File: src/rtl/serial_sub_pkg.sv
// Shared definitions for the bit-serial subtractor: FSM state encoding.
package serial_sub_pkg;

  typedef enum logic [1:0] {
    IDLE  = 2'd0,
    SHIFT = 2'd1,
    DONE  = 2'd2
  } sub_state_t;

endpackage : serial_sub_pkg

File: src/rtl/full_subtractor_bit.sv
// One-bit full subtractor cell: d = x - y - bin, with borrow out.
module full_subtractor_bit (
  input  logic x,
  input  logic y,
  input  logic bin,
  output logic d,
  output logic bout
);

  assign d    = x ^ y ^ bin;
  assign bout = (~x & y) | (~(x ^ y) & bin);

endmodule : full_subtractor_bit

File: src/rtl/serial_subtractor.sv
// Bit-serial unsigned subtractor (LSB first) with start/busy/done handshake.
// Optional signed-overflow flag on port ovf when SERIAL_SUB_OVERFLOW_EN is defined.
module serial_subtractor
  import serial_sub_pkg::*;
#(
  parameter int WIDTH = 8
) (
  input  logic             clk,
  input  logic             rst_n,
  input  logic             start,
  input  logic [WIDTH-1:0] a,
  input  logic [WIDTH-1:0] b,
  output logic             busy,
  output logic             done,
  output logic [WIDTH-1:0] diff,
  output logic             borrow_out
`ifdef SERIAL_SUB_OVERFLOW_EN
  ,
  output logic             ovf
`endif
);

  localparam int CNT_W = $clog2(WIDTH);
  localparam logic [CNT_W-1:0] CNT_LAST = CNT_W'(WIDTH - 1);

  sub_state_t       state_q, state_d;
  logic [WIDTH-1:0] a_sr_q, a_sr_d;
  logic [WIDTH-1:0] b_sr_q, b_sr_d;
  logic [WIDTH-2:0] dsr_q, dsr_d;
  logic             borrow_q, borrow_d;
  logic [CNT_W-1:0] cnt_q, cnt_d;
  logic [WIDTH-1:0] diff_q, diff_d;
  logic             borrow_out_q, borrow_out_d;
`ifdef SERIAL_SUB_OVERFLOW_EN
  logic             ovf_q, ovf_d;
`endif

  logic             bit_d;
  logic             bit_bo;
  logic [WIDTH-1:0] shifted;

  full_subtractor_bit u_fs (
    .x   (a_sr_q[0]),
    .y   (b_sr_q[0]),
    .bin (borrow_q),
    .d   (bit_d),
    .bout(bit_bo)
  );

  // Earlier result bits sit in dsr_q; the current bit lands on top.
  assign shifted = {bit_d, dsr_q};

  always_comb begin
    // NOTE: every signal gets its hold value first so no path infers a latch.
    state_d      = state_q;
    a_sr_d       = a_sr_q;
    b_sr_d       = b_sr_q;
    dsr_d        = dsr_q;
    borrow_d     = borrow_q;
    cnt_d        = cnt_q;
    diff_d       = diff_q;
    borrow_out_d = borrow_out_q;
`ifdef SERIAL_SUB_OVERFLOW_EN
    ovf_d        = ovf_q;
`endif

    unique case (state_q)
      IDLE: begin
        if (start) begin
          a_sr_d   = a;
          b_sr_d   = b;
          dsr_d    = '0;
          borrow_d = 1'b0;
          cnt_d    = '0;
          state_d  = SHIFT;
        end
      end
      SHIFT: begin
        a_sr_d   = a_sr_q >> 1;
        b_sr_d   = b_sr_q >> 1;
        dsr_d    = shifted[WIDTH-1:1];
        borrow_d = bit_bo;
        cnt_d    = cnt_q + CNT_W'(1);
        if (cnt_q == CNT_LAST) begin
          // Final bit: the operand LSBs now hold the original MSBs.
          diff_d       = shifted;
          borrow_out_d = bit_bo;
`ifdef SERIAL_SUB_OVERFLOW_EN
          ovf_d        = (a_sr_q[0] ^ b_sr_q[0]) & (a_sr_q[0] ^ bit_d);
`endif
          cnt_d        = cnt_q;
          state_d      = DONE;
        end
      end
      DONE: begin
        state_d = IDLE;
      end
      default: begin
        state_d = IDLE;
      end
    endcase
  end

  // NOTE: state registers use non-blocking assignments so every flop samples pre-edge values.
  always_ff @(posedge clk) begin
    if (!rst_n) begin
      state_q      <= IDLE;
      a_sr_q       <= '0;
      b_sr_q       <= '0;
      dsr_q        <= '0;
      borrow_q     <= 1'b0;
      cnt_q        <= '0;
      diff_q       <= '0;
      borrow_out_q <= 1'b0;
`ifdef SERIAL_SUB_OVERFLOW_EN
      ovf_q        <= 1'b0;
`endif
    end else begin
      state_q      <= state_d;
      a_sr_q       <= a_sr_d;
      b_sr_q       <= b_sr_d;
      dsr_q        <= dsr_d;
      borrow_q     <= borrow_d;
      cnt_q        <= cnt_d;
      diff_q       <= diff_d;
      borrow_out_q <= borrow_out_d;
`ifdef SERIAL_SUB_OVERFLOW_EN
      ovf_q        <= ovf_d;
`endif
    end
  end

  assign busy       = (state_q == SHIFT);
  assign done       = (state_q == DONE);
  assign diff       = diff_q;
  assign borrow_out = borrow_out_q;
`ifdef SERIAL_SUB_OVERFLOW_EN
  assign ovf        = ovf_q;
`endif

endmodule : serial_subtractor

File: config.mk
export PLATFORM = sky130hd
export DESIGN_NAME = serial_subtractor
export DESIGN_NICKNAME = d
export VERILOG_FILES = /design/src/rtl/serial_sub_pkg.sv /design/src/rtl/full_subtractor_bit.sv /design/src/rtl/serial_subtractor.sv
export SDC_FILE = /design/constraint.sdc
export NUM_CORES = 1
export LEC_CHECK = 0
export ABC_AREA = 0
export ABC_CLOCK_PERIOD_IN_PS = 1500
export BUFFER_PORTS_ARGS = -buffer_cell sky130_fd_sc_hd__buf_2
export CAP_MARGIN = 20
export CELL_PAD_IN_SITES_DETAIL_PLACEMENT = 1
export CELL_PAD_IN_SITES_GLOBAL_PLACEMENT = 1
export CORE_AREA = 4 4 81 83
export DETAILED_ROUTE_END_ITERATION = 10
export DIE_AREA = 0 0 85 87
export PLACE_DENSITY_LB_ADDON = 0.1
export SLEW_MARGIN = 25
export SYNTH_ARGS = -nofsm -noshare
export SYNTH_HDL_FRONTEND = slang
export SYNTH_HIERARCHICAL = 1
export SYNTH_SLANG_ARGS = --single-unit
File: constraint.sdc
create_clock -name clk -period 1.5 [get_ports clk]
set_clock_uncertainty 0.15 [all_clocks]
set_input_delay 0.3 -clock clk [delete_from_list [all_inputs] [get_ports clk]]
set_output_delay 0.3 -clock clk [all_outputs]
set_load 0.03 [all_outputs]
==> metrics.txt <==
setup ws final=0.0381 ns; Design Area, Final=2110 µm²; Clock Latency Late Sink=0.28 ns; Detailed Routing Iterations Pass 1=3; post-detailed-route wirelength per cell=12.9 µm; H-tree depth=2; share of cells above drive strength 1=29.2%; Core ar.=5850 µm²; post-placement setup slack=-0.0789 ns; Fin. Hold Viols=0; initial antenna violation count=0; Setup crit end kind=primary output; CP Class=reg -> out; Worst slew margin=70.2%; max_cap viols=0; most numerous cell in the Yosys netlist=dfxtp_1; cell taking the most area after synthesis=dfxtp_1; Avg Cell Area, Syn=10.2 µm²; Final Instance Count excl. Fillers=277; FF-to-FF setup slack=0.07 ns; GP Congestion=0.739; fill count=662; top_reg_cell synth=dfxtp_1; detailed-placement wirelength estimate=2.72 mm; PD cells=1150 nW/µm²; Worst VDD drop=0.425 mV; Max Fclk=684 MHz; TritonCTS clock tree=done; initial DRC count=37; CP cell instances=buf_6 -> nor2b_4 -> buf_6; Inserted Clock Buffers=5; num rows=28; post-synthesis cell type count=28; vias=1263; final setup vio count=0; Hold Crit Start=a[7]; synthesized area=1690 µm²; largest net degree at the start of global routing=29; IO Pins=30; Vias per Instance=4.56; worst-path maximum fanout=6; post-layout min period=1.46 ns; CP Capture Point=done; cell depth of the worst hold path=3; Post-synth top cells=dfxtp_1, nand2_1, mux2i_1, o211a_1, nor2b_1; root buffer cell=clkbuf_8; Seq/Total Area, Yosys=45.1%; nets=223; max incr delay on CP=0.37 ns; dpl cells=266; Starting Density=28.8%; multi-input logic area=836 µm²; Async S/R FF share, synth=0%; Core Util, Final=36.0%; port bufs=29; Clock transition at path regs=0.07 ns; DRC Markers=0; worst hold path class=in -> reg; Mapped Cells=166; slowest CP cell=dfxtp_4; syn nets=188; synthesis-to-layout area growth=24.9%; #FFs+latches synth=38; Storage cell area=768 µm²; Die Area=7400 µm²; All-Layer GR Usage=10.2%; worst-case reg-to-reg path depth=5; synth warn=6; die height=87 µm; Routed WL=3.58 mm; CP startpoint kind=flip-flop; reg-to-reg endpoint=cnt_q[1]; CTS sink cnt=38; number of global-route vias before repair=1299; crit share post-route=97.5%; EDFF count, synth=0; global-route wire length before repair=5.96 mm; Reg-to-Reg Start=cnt_q[0]; Crit path top cell by count=buf_6; antenna cells=0; Worst Setup SP=state_q[0]; P_leak=0.000963 µW; area post-placement=1890 µm²; worst-margin pin slew=0.447 ns; Die X-Extent=85 µm; RSZ-0062 raised after global routing=yes; GR Overflow Total=0; Slew Limit Fails=0; largest buffer count on any clock path=2; Required @ worst endpoint=1.05 ns; Hold Buf Count CTS=0; Final ANT Viol Nets=0; run status=complete, no violations; most area-consuming cells after synthesis=dfxtp_1, mux2i_1, o211a_1; post-synth top area share=45.1%; Worst EP arrival=1.01 ns
-- area by class of cell --
type                    count  share of cell area, %
multi-input cells         113                   39.6
clock buffers               6                   3.92
repair buffers             40                   12.2
well taps                  75                   4.45
clock inverters             2                   2.85
inverters                   3                  0.534
flip-flops and latches     38                   36.4
-- cells in the final DEF (no fill, tap or decap), drive strengths merged --
| cell | instances |
|---|---|
| buf | 40 |
| dfxtp | 38 |
| nand2 | 28 |
| mux2i | 14 |
| o211a | 14 |
| nor2b | 12 |
| a22oi | 10 |
| nand3 | 9 |
| a21boi | 9 |
| clkbuf | 6 |
| nand2b | 3 |
| o21ai | 3 |
| inv | 3 |
| bufinv | 2 |
| ha | 2 |
| nand3b | 1 |
| o21ba | 1 |
| a21oi | 1 |
| and4bb | 1 |
| and2 | 1 |
| o21bai | 1 |
| nor3b | 1 |
| and3 | 1 |
| fa | 1 |
-- per-stage QoR --
step / total power (µW) / TNS (ns) / hold slack (ns)
after global placement: 1360 / 0 / 0.290
final: 2430 / 0 / 0.137
after detailed placement: 1370 / -0.199 / 0.294
after floorplan: 1310 / 0 / 0.290
after CTS: 2460 / 0 / 0.138
after global routing: 2540 / -0.116 / 0.170
-- state kept, by name, summed over array words and instances (netlist names) --
signal / flops
a_sr_q: 8
b_sr_q: 8
diff: 8
dsr_q: 7
cnt_q: 3
state_q: 2
borrow_out: 1
borrow_q: 1
-- worst min-delay path by stage --
stage,end
after floorplan,cnt_q[1]
after global placement,diff[4]
after detailed placement,borrow_out
after CTS,b_sr_q[7]
after global routing,b_sr_q[7]
final,a_sr_q[7]
-- worst max-delay path, delay by kind of cell, from the launching register on --
family,cells,cell delay [ns]
flops,1,0.37
buf+inv,2,0.26
simple gates,1,0.10
-- timing repair --
action | CTS | global route
buffers inserted | 1 | 2
endpoints found under the setup margin | 6 | 14
pin swaps | 1 | 2
resized for setup | 11 | 8
gates cloned | 0 | 0
-- logic make-up after synthesis --
kind of cell | count (synthesis) | share of synthesized area (%)
AND/OR/NAND/NOR | 57 | 17.2
AO/OA/AOI/OAI | 39 | 19.2
flip-flops | 38 | 45.1
buffers and inverters | 15 | 7.56
multiplexers | 14 | 8.30
adder cells (fa/ha/maj) | 3 | 2.67
-- power breakdown --
part | switching [µW] | total, µW | leakage (µW) | internal [µW]
registers | 30.0 | 1080 | 0.000312 | 1050
logic | 137 | 281 | 0.000580 | 143
clock network | 353 | 1060 | 0.0000714 | 709
-- per-layer routing --
layer,up-vias,track usage (%),wire length (µm)
li1,648,-,-
met1,587,12.1,1650
met2,24,16.9,1720
met3,4,3.69,173
met4,0,3.45,42
met5,-,0,0
Note: power is estimated with default switching activity, not from simulation.
